[config.mk]
export PLATFORM = sky130hd
export DESIGN_NAME = pipelined_float_to_int
export DESIGN_NICKNAME = d
export VERILOG_FILES = /design/src/rtl/pipelined_float_to_int_pkg.sv /design/src/rtl/pipelined_float_to_int_fp_round_incr.sv /design/src/rtl/pipelined_float_to_int.sv
export SDC_FILE = /design/constraint.sdc
export NUM_CORES = 1
export LEC_CHECK = 0
export BUFFER_PORTS_ARGS = -buffer_cell sky130_fd_sc_hd__buf_2
export CAP_MARGIN = 15
export CORE_MARGIN = 2
export CORE_UTILIZATION = 50
export DETAILED_ROUTE_END_ITERATION = 16
export PLACE_DENSITY = 0.79
export REMOVE_ABC_BUFFERS = 1
export SYNTH_ARGS = -nofsm -noshare
export SYNTH_HDL_FRONTEND = slang
export SYNTH_HIERARCHICAL = 1
export SYNTH_SLANG_ARGS = --single-unit
[constraint.sdc]
create_clock -name clk -period 8.7 [get_ports clk]
set_input_delay 2.61 -clock clk [delete_from_list [all_inputs] [get_ports clk]]
set_output_delay 2.61 -clock clk [all_outputs]
set_load 0.02 [all_outputs]
[src/rtl/pipelined_float_to_int_pkg.sv]
// Shared definitions for the float-to-int return path: rounding-mode encoding (common with the
// float adder), single-precision field widths, integer saturation limits and operand classes.
package pipelined_float_to_int_pkg;

  localparam int unsigned EXP_W    = 8;
  localparam int unsigned FRAC_W   = 23;
  localparam int unsigned EXP_BIAS = 127;

  localparam logic [1:0] RM_NEAREST = 2'b00;
  localparam logic [1:0] RM_DOWN    = 2'b01;
  localparam logic [1:0] RM_UP      = 2'b10;
  localparam logic [1:0] RM_ZERO    = 2'b11;

  localparam logic [31:0] INT_MAX = 32'h7fffffff;
  localparam logic [31:0] INT_MIN = 32'h80000000;

  typedef enum logic [2:0] {
    ClsZero,
    ClsDenorm,
    ClsNormal,
    ClsInf,
    ClsNan
  } op_class_e;

  function automatic op_class_e classify(logic [EXP_W-1:0] expo, logic [FRAC_W-1:0] frac);
    if (expo == '0) begin
      return (frac == '0) ? ClsZero : ClsDenorm;
    end
    if (expo == '1) begin
      return (frac == '0) ? ClsInf : ClsNan;
    end
    return ClsNormal;
  endfunction

endpackage

[src/rtl/pipelined_float_to_int_fp_round_incr.sv]
// Rounding increment decision, shared with the float adder's rounding stage.
// Ports: sign (result sign), lsb (kept LSB), g (guard bit), s (sticky bit), rm (rounding mode),
//        incr (1 = add one ulp to the truncated magnitude).
module fp_round_incr
  import pipelined_float_to_int_pkg::*;
(
  input  logic       sign,
  input  logic       lsb,
  input  logic       g,
  input  logic       s,
  input  logic [1:0] rm,
  output logic       incr
);

  always_comb begin
    incr = 1'b0;
    unique case (rm)
      RM_NEAREST: incr = g & (s | lsb);
      RM_DOWN:    incr = sign & (g | s);
      RM_UP:      incr = ~sign & (g | s);
      RM_ZERO:    incr = 1'b0;
    endcase
  end

endmodule

[src/rtl/pipelined_float_to_int.sv]
// Three-stage IEEE-754 single to signed 32-bit integer converter.
// Stages: 1 capture fields, 2 classify and align to an integer magnitude with guard/sticky,
//         3 round, saturate, negate and register the result with its flags.
// Ports: clk, clrn (async active-low reset), a (float operand), rm (rounding mode),
//        e (1 advances all stages, 0 holds them), in_valid, d (integer result), out_valid,
//        invalid (NaN/inf/out of range), inexact (rounded result differs from exact value).
module pipelined_float_to_int
  import pipelined_float_to_int_pkg::*;
#(
  parameter logic [31:0] NAN_RESULT = 32'h80000000
) (
  input  logic        clk,
  input  logic        clrn,
  input  logic [31:0] a,
  input  logic [1:0]  rm,
  input  logic        e,
  input  logic        in_valid,
  output logic [31:0] d,
  output logic        out_valid,
  output logic        invalid,
  output logic        inexact
);

  // Biased exponents bounding the alignment cases.
  localparam logic [7:0] EXP_HALF    = 8'(EXP_BIAS - 1);        // value in [0.5, 1)
  localparam logic [7:0] EXP_NO_FRAC = 8'(EXP_BIAS + FRAC_W);   // lowest exp with no fraction
  localparam logic [7:0] EXP_MAX_INT = 8'(EXP_BIAS + 30);       // largest exp that always fits
  localparam logic [7:0] EXP_MIN_INT = 8'(EXP_BIAS + 31);       // only -2^31 fits here

  // Stage 1: captured fields.
  logic              s1_valid, s1_sign;
  logic [EXP_W-1:0]  s1_exp;
  logic [FRAC_W-1:0] s1_frac;
  logic [1:0]        s1_rm;

  always_ff @(posedge clk or negedge clrn) begin
    if (!clrn) begin
      s1_valid <= 1'b0;
      s1_sign  <= 1'b0;
      s1_exp   <= '0;
      s1_frac  <= '0;
      s1_rm    <= RM_NEAREST;
    end else if (e) begin
      s1_valid <= in_valid;
      s1_sign  <= a[31];
      s1_exp   <= a[30:23];
      s1_frac  <= a[22:0];
      s1_rm    <= rm;
    end
  end

  // Stage 2: classify and align.
  op_class_e   cls;
  logic [23:0] mant;
  logic [55:0] shr;
  logic [4:0]  rsh;
  logic [2:0]  lsh;
  logic [31:0] a2_mag;
  logic        a2_g, a2_s, a2_nan, a2_ovf;

  assign cls  = classify(s1_exp, s1_frac);
  assign mant = {cls == ClsNormal, s1_frac};

  always_comb begin
    a2_mag = '0;
    a2_g   = 1'b0;
    a2_s   = 1'b0;
    a2_nan = 1'b0;
    a2_ovf = 1'b0;
    rsh    = '0;
    lsh    = '0;
    shr    = '0;
    case (cls)
      ClsNan:    a2_nan = 1'b1;
      ClsInf:    a2_ovf = 1'b1;
      ClsZero:   ;
      ClsDenorm: a2_s = 1'b1;
      default: begin
        if (s1_exp < EXP_HALF) begin
          a2_s = 1'b1;
        end else if (s1_exp == EXP_HALF) begin
          a2_g = 1'b1;
          a2_s = |s1_frac;
        end else if (s1_exp <= EXP_NO_FRAC) begin
          // Park the discarded bits below bit 32 so guard and sticky fall out directly.
          rsh    = 5'(EXP_NO_FRAC - s1_exp);
          shr    = {mant, 32'b0} >> rsh;
          a2_mag = {8'b0, shr[55:32]};
          a2_g   = shr[31];
          a2_s   = |shr[30:0];
        end else if (s1_exp <= EXP_MAX_INT) begin
          lsh    = 3'(s1_exp - EXP_NO_FRAC);
          a2_mag = {8'b0, mant} << lsh;
        end else if (s1_sign && s1_exp == EXP_MIN_INT && s1_frac == '0) begin
          a2_mag = INT_MIN;
        end else begin
          a2_ovf = 1'b1;
        end
      end
    endcase
  end

  logic        s2_valid, s2_sign, s2_g, s2_s, s2_nan, s2_ovf;
  logic [1:0]  s2_rm;
  logic [31:0] s2_mag;

  always_ff @(posedge clk or negedge clrn) begin
    if (!clrn) begin
      s2_valid <= 1'b0;
      s2_sign  <= 1'b0;
      s2_rm    <= RM_NEAREST;
      s2_mag   <= '0;
      s2_g     <= 1'b0;
      s2_s     <= 1'b0;
      s2_nan   <= 1'b0;
      s2_ovf   <= 1'b0;
    end else if (e) begin
      s2_valid <= s1_valid;
      s2_sign  <= s1_sign;
      s2_rm    <= s1_rm;
      s2_mag   <= a2_mag;
      s2_g     <= a2_g;
      s2_s     <= a2_s;
      s2_nan   <= a2_nan;
      s2_ovf   <= a2_ovf;
    end
  end

  // Stage 3: round, saturate, negate.
  logic        incr;
  logic [31:0] sum;
  logic [31:0] r_d;
  logic        r_inv, r_inex;

  fp_round_incr u_round_incr (
    .sign (s2_sign),
    .lsb  (s2_mag[0]),
    .g    (s2_g),
    .s    (s2_s),
    .rm   (s2_rm),
    .incr (incr)
  );

  // Magnitude never exceeds 2^31 here, so bit 31 of the sum flags exactly 2^31.
  assign sum = s2_mag + {31'b0, incr};

  always_comb begin
    r_d    = '0;
    r_inv  = 1'b0;
    r_inex = 1'b0;
    if (s2_nan) begin
      r_d   = NAN_RESULT;
      r_inv = 1'b1;
    end else if (s2_ovf || (sum[31] && !s2_sign)) begin
      r_d   = s2_sign ? INT_MIN : INT_MAX;
      r_inv = 1'b1;
    end else begin
      r_d    = s2_sign ? (~sum + 32'd1) : sum;
      r_inex = s2_g | s2_s;
    end
  end

  always_ff @(posedge clk or negedge clrn) begin
    if (!clrn) begin
      d         <= '0;
      out_valid <= 1'b0;
      invalid   <= 1'b0;
      inexact   <= 1'b0;
    end else if (e) begin
      d         <= r_d;
      out_valid <= s2_valid;
      invalid   <= r_inv;
      inexact   <= r_inex;
    end
  end

endmodule

==> results of run 1 <==
-- Yosys cell counts, types with 9 or more instances --
library cell / n / area, um^2
a31oi_1: 11 / 68.82
nand3_1: 44 / 220.2
buf_2: 13 / 65.06
nor2b_1: 14 / 87.58
mux2_2: 43 / 484.2
xnor2_1: 38 / 332.8
xor2_1: 9 / 78.83
clkbuf_1: 49 / 183.9
a21o_1: 10 / 75.07
nand4_1: 17 / 106.4
o22a_1: 9 / 78.83
dfrtp_1: 110 / 2753
ha_1: 12 / 150.1
nand2_1: 70 / 262.8
o21ai_0: 43 / 215.2
and3_1: 18 / 112.6
o22ai_1: 19 / 118.9
mux4_2: 35 / 788.3
nor4_1: 24 / 150.1
a211oi_1: 9 / 67.56
o2bb2ai_1: 17 / 148.9
nor3_1: 39 / 195.2
nor2_1: 64 / 240.2
inv_1: 33 / 123.9
a21oi_1: 59 / 295.3
o31ai_1: 10 / 75.07
mux2i_1: 38 / 380.4
-- kinds of logic after synthesis --
group / count (synthesis) / share of synthesized area, %
simple gates: 344 / 20.33
xor+xnor: 47 / 4.610
mux: 116 / 18.51
flops: 110 / 30.83
fa+ha+maj: 12 / 1.681
compound gates: 247 / 18.73
buf+inv: 114 / 5.310
-- power groups by stage --
| stage | clock (mW) | combinational [mW] | sequential, mW |
|---|---|---|---|
| final | 0.417 | 0.869 | 0.690 |
| after global routing | 0.446 | 0.955 | 0.707 |
| after CTS | 0.424 | 0.861 | 0.689 |
| after detailed placement | 0 | 0.856 | 0.699 |
| after global placement | 0 | 0.846 | 0.695 |
| after floorplan | 0 | 0.567 | 0.738 |
-- through the flow --
step | utilization (%) | setup slack, ps | hold WS [ps]
3_3_place_gp | 53.80 | 3399 | 458.0
6_report | 55.49 | 3731 | 477.4
3_5_place_dp | 53.80 | 3335 | 463.3
2_1_floorplan | - | 3153 | 463.4
5_1_grt | 55.49 | 3397 | 501.4
4_1_cts | 55.49 | 3706 | 481.5
-- registers in the layout, summed over array words and instances (netlist names), 2 cells and up --
| signal | flops |
|---|---|
| s2_mag | 32 |
| s1_rm | 2 |
| s2_rm | 2 |
| s1_frac | 23 |
| d | 32 |
| s1_exp | 8 |
-- path summary, 6_finish.rpt --
check	end	slack, ps	depth (start not counted)
max	s2_mag[30]	3730	6
min in group asynchronous	d[30]	2170	1
max reg2reg	d[27]	3910	15
min	d[7]	480	1
min reg2reg	d[7]	480	1
max in group asynchronous	s1_exp[0]	5200	2
-- layer usage --
metal / GRT usage [%] / routed length, um / part of all wire (%) / vias to the layer above
met5: 0 / 0 / 0 / -
met4: 6.758 / 406 / 1.7 / 0
met3: 3.348 / 1527 / 6.6 / 34
met2: 40.60 / 10760 / 46 / 353
met1: 37.87 / 10560 / 45 / 3821
li1: - / - / - / 3776
-- area by class of cell --
cell class | count | area, um^2
fill | 1570 | 7725
multi-input combinational | 766 | 5718
sequential | 110 | 2754
timing repair buffer | 83 | 445.4
tap | 225 | 281.5
clock buffer | 10 | 239.0
inverter | 37 | 138.9
clock inverter | 6 | 55.05
==> results by group, run 1 <==
Outcome
  • Status: complete, no violations

Critical path
  • CP max stage delay: 580 ps
  • Critical path class: primary input to register
  • CP startpoint: e
  • Crit path max fanout: 50
  • WP data required: 8970 ps
  • Reg-to-Reg Start: s2_rm[0]
  • Crit-path cells: buf_2 > buf_4 > o21ai_0 > or2_2 > or3_1 > o32ai_1
  • CP top delay family: buffers and inverters
  • Slowest CP cell: buf_2
  • Nature of the critical path startpoint: primary input
  • Element type at the critical path end: register
  • Critical Path AT: 5240 ps
  • Buf+Inv Stages, Crit Path: 2

Yosys
  • Top FF cell, synth: dfrtp_1
  • Synth async-reset ratio: 100.0%
  • Post-Syn Area: 8930 um^2
  • Mapped Cells: between 900 and 1k
  • Sequential fraction of the synthesis area: 30.83%
  • Syn_area_per_cell: 9.020 um^2
  • Yosys warns: 6
  • Yosys reg bits: 110
  • Synth unique cells: 76
  • EDFF count, synth: 0

Clock tree
  • CTS tree: built
  • Clock Tree Buf Depth: 2
  • Worst-path clk slew: 80 ps
  • Total CTS buffers: 9
  • Clock Sinks: 110
  • Postcts setup bufs: 0
  • Root Driver: clkbuf_16
  • Hold Buf Count CTS: 0
  • Clk_lat worst skew: 370 ps
  • H-tree lvl count: 3
  • Cts repair resizes: 0

Timing
  • Rel. slew slack: 29.15%
  • Slew @ Worst Pin: 1063 ps
  • RSZ-0062 raised after global routing: no
  • Setup TNS: 0 ps
  • Fin Clk Skew: 9.755 ps
  • # setup viols final: 0
  • Max-slew violation count: 0
  • Max Clock Freq: 201.2 MHz
  • Hold Violations, Final: 0
  • Period utilization: a little under three fifths
  • Min Tclk post-route: 4969 ps

GRT
  • Largest net degree at the start of global routing: 79
  • Vias in the first global route: 7331
  • Global Route Usage Sum: about 26%
  • Gr ovfl total: 0
  • Global-route wire length before repair: a little under 40000 um
  • Initial antenna violation count: 0

Power
  • Sequential share of power: 34.9%
  • Comb power frac: 44.0%
  • Switching Share: 41.25%
  • Cell area power density: 205.1 nW/um^2
  • Pint: 1.161 mW
  • Static Leak: 3.835 nW
  • Peak VDD IR: roughly 0.16 mV
  • Design Power: 1.976 mW
  • Sw Pwr: 815.1 uW
  • Clock power share: between 20% and 30%

Die
  • Die area: approximately 19000 um^2
  • Die width: roughly 140 um
  • FP Rows: 48
  • Die Span Y: approximately 140 um
  • Core area: 17360 um^2
  • Ports: 73
  • Initial core utilization: 51.45%

Layout
  • Final nets: 1057
  • Share of layout cells above drive strength 1: 19.47%
  • Commonest cells after routing, fill and taps aside: 109 x dfrtp_1, 71 x buf_2, 70 x nand2_1, 64 x nor2_1, 59 x a21oi_1
  • Commonest non-fill, non-tap cell in the layout: dfrtp_1
  • Final Cell Area: 9632 um^2
  • Layout area overhead: 7.860%
  • Layout Cells excl Fill: approximately 1.2k
  • Ant diodes: 0

Placed design
  • Placed inst area: 9338 um^2
  • PortBufs: around 70
  • Routability cong.: 0.9604
  • Placed Cells: 1221
  • Post-DP HPWL: 16960 um

Route
  • Post-detailed-route wirelength per cell: 18.80 um
  • DRT antenna net count: 0
  • Vias per cell: 6.454
  • Routed WL: 23260 um
  • DR DRC count: 0
  • Starting DRC count in detailed routing: slightly below 1k
  • Via count: 7984
  • DR pass1 iterations: 8

Job
  • Max_cap viols: 0

Min path
  • Min-delay src: d[7]
  • Hold Crit Class: register to register
Power figures use the tool's default switching activity.
==> run 2, diff against run 1 <==
--- a/config.mk
+++ b/config.mk
@@ -10,7 +10,7 @@
 export CORE_MARGIN = 2
 export CORE_UTILIZATION = 50
 export DETAILED_ROUTE_END_ITERATION = 16
-export PLACE_DENSITY = 0.79
+export PLACE_DENSITY = 0.82
 export REMOVE_ABC_BUFFERS = 1
 export SYNTH_ARGS = -nofsm -noshare
 export SYNTH_HDL_FRONTEND = slang
==> constraint.sdc (replaced) <==
create_clock -name clk -period 4.14 [get_ports clk]
set_input_delay 1.242 -clock clk [delete_from_list [all_inputs] [get_ports clk]]
set_output_delay 1.242 -clock clk [all_outputs]
set_load 0.02 [all_outputs]
==> run 2 against run 1 <==
Effect of this change:
- flip-flop and latch count unchanged
- power rose by 120%
- combinational power up 120%
- die area stayed put
- clock skew shrank 1.5 ps
- cell count is 3.1% higher
- setup slack worse by 3600 ps
- sequential share of layout area shrank 1.0 points
- critical path depth rose by 12
- via count grew 4.2%
- largest power group unchanged
==> results by group, run 2 (synthesized netlist as in run 1, its figures left out) <==
GRT
  • Gr ovfl total: 0 (unchanged)
  • GR Util met3: 4.231% (+0.88 points)
  • Vias in the first global route: 7836 (+6.9%)
  • Initial antenna violation count: 0 (unchanged)
  • GR Util met1: 37.35% (-0.52 points)
  • Met2 GRT Util: 45.74% (+5.1 points)
  • Largest net degree at the start of global routing: 53 (-33%)
  • Global-route wire length before repair: 41200 um (+5.5%)
  • Busiest grt layer: met2
  • Global Route Usage Sum: 27.64% (+1.7 points)

Min path
  • Hold Crit Endpoint: d[10]
  • Min-delay src: d[10]
  • Hold Crit Class: register to register
  • Hold Path Stages: 1 (unchanged)

Layout
  • Final nets: 1095 (+3.6%)
  • Commonest non-fill, non-tap cell in the layout: dfrtp_1
  • Share of layout cells above drive strength 1: 22.95% (+3.5 points)
  • Commonest cells after routing, fill and taps aside: 109 x dfrtp_1, 71 x buf_2, 70 x nand2_1, 64 x nor2_1, 59 x a21oi_1
  • Layout area overhead: 11.85%
  • Ant diodes: 0 (unchanged)
  • Finished Core Util: 57.55% (+2.1 points)
  • Top Registers: d x32, s2_mag x32, s1_frac x23

Route
  • Post-detailed-route wirelength per cell: 19.81 um (+5.4%)
  • DRT antenna net count: 0 (unchanged)
  • DR DRC count: 0 (unchanged)
  • Starting DRC count in detailed routing: 783 (-20%)
  • DR pass1 iterations: 5 (-3)
  • Vias per cell: 6.525 (+1.1%)
  • Routed WL: 25260 um (+8.6%)
  • Via count: 8319 (+4.2%)

Clock tree
  • Root Driver: clkbuf_16
  • Clock Sinks: 110 (unchanged)
  • H-tree lvl count: 3 (unchanged)
  • Postcts setup bufs: 0 (unchanged)
  • Clock Tree Buf Depth: 2 (unchanged)
  • Clk_lat worst skew: 370 ps (about the same)
  • Worst-path clk slew: 80 ps (about the same)
  • CTS tree: built
  • Total CTS buffers: 9 (unchanged)

Timing
  • Setup TNS: 0 ps (unchanged)
  • Rel. slew slack: 35.81% (+6.7 points)
  • Max-slew violation count: 0 (unchanged)
  • Hold Violations, Final: 0 (unchanged)
  • # setup viols final: 0 (unchanged)
  • Period utilization: roughly 97%
  • Fin Clk Skew: 8.237 ps (-1.518 ps)
  • Min Tclk post-route: about 4000 ps
  • RSZ-0062 raised after global routing: yes
  • Slew @ Worst Pin: 955.9 ps (-106.8 ps)
  • Max Clock Freq: 249.0 MHz

Placed design
  • PortBufs: 72 (unchanged)
  • Post-DP HPWL: 18770 um (+11%)
  • Routability cong.: 0.9710 (+1.1%)

Critical path
  • R2r setup slk: 120 ps (-3790 ps)
  • Element type at the critical path end: register
  • Nature of the critical path startpoint: register
  • Reg-to-Reg Start: s2_rm[0]
  • R2R depth: 18 (+3)
  • Critical Path AT: 4280 ps (-960 ps)
  • Worst reg2reg endpoint: d[30]
  • Critical path class: register to register
  • WP data required: 4400 ps (-4570 ps)
  • Crit path max fanout: 6 (-88%)

Die
  • Die area: 18940 um^2 (unchanged)
  • Core area: 17360 um^2 (unchanged)
  • Ports: 73 (unchanged)
  • Die width: 137.6 um (unchanged)
  • Die Span Y: 137.6 um (unchanged)
  • FP Rows: 48 (unchanged)
  • Initial core utilization: 51.45% (unchanged)

Power
  • Cell area power density: 438.6 nW/um^2 (+110%)
  • Peak VDD IR: 0.3236 mV (+110%)
  • Static Leak: 4.046 nW (+5.5%)

Outcome
  • Status: complete, no violations

Job
  • Max_cap viols: 0 (unchanged)
-- run 2: final cells by class --
| class | instances | area, um^2 |
|---|---|---|
| Fill cell | 1519 | 7368 |
| Clock buffer | 9 | 225.2 |
| Tap cell | 225 | 281.5 |
| Clock inverter | 7 | 111.4 |
| Timing Repair Buffer | 121 | 730.7 |
| Multi-Input combinational cell | 766 | 5747 |
| Sequential cell | 110 | 2754 |
| Inverter | 37 | 138.9 |
-- run 2: stage by stage --
| stage | worst slack, ps | total power, mW | area, um^2 | hold slack (ps) | instances |
|---|---|---|---|---|---|
| floorplan | -1407 | 2.742 | 8594 | 463.4 | 913 |
| global placement | 203.0 | 3.338 | 9623 | 458.0 | 1259 |
| detailed placement | 129.0 | 3.364 | 9623 | 463.6 | 1259 |
| CTS | 106.9 | 4.363 | 9960 | 481.4 | 1275 |
| global route | -43.51 | 4.653 | 9988 | 488.1 | 1275 |
| finish | 123.3 | 4.381 | 9988 | 475.8 | 1275 |
-- run 2: worst max-delay path: stages, from the launching register on --
cell and delay [ps]:
dfrtp_1 380, inv_1 80, ha_1 180, nand2b_1 70
a21oi_1 180, a21oi_1 60, buf_4 150, ha_1 190
ha_1 320, inv_1 70, ha_1 170, or4b_4 480
o31ai_4 80, o31a_2 230, o2111ai_2 120, or2_1 280
or3_4 410, o31a_1 290, a22o_1 170
-- run 2: metal layers --
layer,wire (um),part of all wire (%)
met1,11010,44
met2,11910,47
met3,1644,6.5
met4,699,2.8
met5,0,0
-- run 2: power breakdown --
group / switching [mW] / internal, mW / leakage, nW / total (mW)
logic: 1.11 / 0.829 / 2.52 / 1.94
clock network: 0.436 / 0.545 / 0.164 / 0.981
registers: 0.219 / 1.24 / 1.36 / 1.46
-- run 2: how the worst max path moves through the flow --
stage / endpoint / slack, ps / from
after floorplan: s2_s / -1410 / s1_exp[0]
after global placement: d[30] / 200 / s2_rm[0]
after detailed placement: d[30] / 130 / s2_rm[0]
after CTS: d[30] / 110 / s2_rm[0]
after global routing: d[27] / -40 / s2_rm[0]
final: d[30] / 120 / s2_rm[0]
-- run 2: repair_timing --
item,4_1_cts,5_1_grt
hold buffers,0,0
hold endpoints to repair,0,0
resized for setup,0,8
endpoints found under the setup margin,0,8
==> run 3, diff against run 2 <==
--- a/config.mk
+++ b/config.mk
@@ -10,7 +10,7 @@
 export CORE_MARGIN = 2
 export CORE_UTILIZATION = 50
 export DETAILED_ROUTE_END_ITERATION = 16
-export PLACE_DENSITY = 0.82
+export PLACE_DENSITY = 0.73
 export REMOVE_ABC_BUFFERS = 1
 export SYNTH_ARGS = -nofsm -noshare
 export SYNTH_HDL_FRONTEND = slang
==> run 3 against run 2 <==
Effect of this change:
- clock skew grew 4.2 ps
- setup slack gained 30 ps
- non-clock buffer count grew 5
- wire length shrank 3.0%
- combinational power is essentially flat
- clock power shrank 11%
- critical path depth shrank 7
- largest power group unchanged
- global-route usage shrank 0.74 points
==> results by group, run 3 (synthesized netlist as in run 1, its figures left out) <==
Outcome
  • Status: complete, no violations

Min path
  • Hold Crit Class: register to register
  • Hold Path Stages: 1 (unchanged)
  • Hold Crit Endpoint: d[18]
  • Min-delay src: d[18]

Layout
  • Filler cells: 1558 (+2.6%)
  • Finished Core Util: 57.63% (+0.087 points)
  • Layout Cells excl Fill: 1280 (+0.39%)
  • Top Registers: d x32, s2_mag x32, s1_frac x23
  • Final Cell Area: 10000 um^2 (+0.15%)
  • Ant diodes: 0 (unchanged)
  • FF+latch area: 2754 um^2 (unchanged)
  • Commonest non-fill, non-tap cell in the layout: dfrtp_1
  • Final nets: 1100 (+0.46%)
  • Multi-input logic area: 5773 um^2 (+0.46%)
  • Share of layout cells above drive strength 1: 23.89% (+0.93 points)
  • Layout area overhead: 12.02%
  • Commonest cells after routing, fill and taps aside: 109 x dfrtp_1, 70 x nand2_1, 70 x buf_2, 64 x nor2_1, 58 x a21oi_1

Clock tree
  • Hold Buf Count CTS: 0 (unchanged)
  • Total CTS buffers: 9 (unchanged)
  • Root Driver: clkbuf_16
  • H-tree lvl count: 3 (unchanged)
  • Clk_lat worst skew: 370 ps (about the same)
  • Clock Sinks: 110 (unchanged)
  • CTS tree: built
  • Worst-path clk slew: 80 ps (about the same)
  • Clock Tree Buf Depth: 2 (unchanged)

GRT
  • Vias in the first global route: 7631 (-2.6%)
  • Initial antenna violation count: 0 (unchanged)
  • Largest net degree at the start of global routing: 77 (+45%)
  • Global Route Usage Sum: 26.90% (-0.74 points)
  • Global-route wire length before repair: 39960 um (-3.0%)
  • Gr ovfl total: 0 (unchanged)

Placed design
  • Placed Cells: 1265 (+0.48%)
  • PortBufs: 72 (unchanged)
  • Placed inst area: 9671 um^2 (+0.49%)
  • Post-DP HPWL: 18460 um (-1.7%)
  • Routability cong.: 0.9681 (-0.30%)
  • Pre-CTS WS: 11.78 ps (-117.2 ps)

Route
  • DR DRC count: 0 (unchanged)
  • DRT antenna net count: 0 (unchanged)
  • Post-detailed-route wirelength per cell: 19.14 um (-3.4%)
  • DR pass1 iterations: 5 (unchanged)
  • Via count: 8155 (-2.0%)
  • Starting DRC count in detailed routing: 724 (-7.5%)
  • Routed WL: 24500 um (-3.0%)
  • Vias per cell: 6.371 (-2.4%)

Critical path
  • R2R depth: 11 (-7)
  • Worst reg2reg endpoint: s2_s
  • Slowest CP cell: o41ai_1
  • Crit-path cells: clkinv_1 > ha_1 > mux2_2 > or2_0 > o21a_1 > mux4_2 > nor4_1 > nand4_1 > o41ai_1 > buf_4 > a41oi_1
  • Critical Path AT: 4210 ps (-70 ps)
  • Reg-to-Reg Start: s1_exp[1]
  • Critical path class: register to register
  • WP data required: 4360 ps (-40 ps)
  • Nature of the critical path startpoint: register
  • CP max stage delay: 580 ps (+100 ps)
  • Crit path max fanout: 10 (+4)
  • R2r setup slk: 150 ps (+30 ps)
  • Element type at the critical path end: register

Power
  • Peak VDD IR: 0.2476 mV (-23%)
  • Cell area power density: 427.0 nW/um^2 (-2.7%)
  • Static Leak: 4.035 nW (-0.26%)
  • Design Power: 4.271 mW (-2.5%)

Die
  • Core area: 17360 um^2 (unchanged)
  • Die width: 137.6 um (unchanged)
  • Initial core utilization: 51.45% (unchanged)
  • Ports: 73 (unchanged)
  • Die area: 18940 um^2 (unchanged)
  • FP Rows: 48 (unchanged)
  • Die Span Y: 137.6 um (unchanged)

Timing
  • Setup TNS: 0 ps (unchanged)
  • # setup viols final: 0 (unchanged)
  • Min Tclk post-route: 3987 ps (-29.89 ps)
  • Hold Violations, Final: 0 (unchanged)
  • Period utilization: 96.30% (-0.72 points)
  • Fin worst setup slack: 153.2 ps (+29.89 ps)
  • Slew @ Worst Pin: 916.1 ps (-39.78 ps)
  • Max-slew violation count: 0 (unchanged)
  • RSZ-0062 raised after global routing: no
  • Rel. slew slack: 38.12% (+2.3 points)
  • Fin Clk Skew: 12.46 ps (+4.228 ps)
  • Minimum hold slack: 475.0 ps (-0.8040 ps)
  • Max Clock Freq: 250.8 MHz (+0.75%)

Job
  • Max_cap viols: 0 (unchanged)
run 3: worst max-delay path by stage:
stage,from,to,slack (ps),cells past startpoint
after floorplan,s1_exp[0],s2_s,-1410,10
after global placement,s2_rm[0],d[27],100,16
after detailed placement,s2_rm[0],d[27],10,16
after CTS,s2_rm[0],d[27],80,16
after global routing,s2_rm[0],d[26],20,18
final,s1_exp[1],s2_s,150,11
run 3: power by group:
part           switching, mW  leakage [nW]  internal, mW
Sequential             0.211          1.36          1.24
Clock                  0.424         0.137         0.447
Combinational           1.10          2.54         0.848
Total                   1.73          4.04          2.54
run 3: cell type report:
type                    instances  share of cell area, %
clock buffers                  13                  2.602
clock inverters                 3                 0.2502
flip-flops and latches        110                  27.53
multi-input cells             766                  57.71
repair buffers                126                  7.705
well taps                     225                  2.814
inverters                      37                  1.388
run 3: what timing repair did:
| item | CTS | global route |
|---|---|---|
| pin swaps | 0 | 4 |
| gates resized for setup | 1 | 15 |
| setup endpoints to repair | 1 | 12 |
| setup buffers | 0 | 0 |
| cloned | 0 | 0 |
run 3: metal layers:
layer	share of wire (%)	GRT usage [%]	vias to the layer above
met5	0	0	-
met4	1.9	8.133	0
met3	5.0	3.642	36
met2	47	44.44	283
met1	46	36.78	3970
li1	-	-	3866
run 3: worst max-delay path, delay by kind of cell (launching register included):
| family | cells | cell delay [ps] |
|---|---|---|
| buffers and inverters | 2 | 370 |
| muxes | 2 | 900 |
| adders and majority gates | 1 | 570 |
| DFF | 1 | 550 |
| AOI/OAI and AO/OA | 3 | 830 |
| and+or+nand+nor | 3 | 620 |
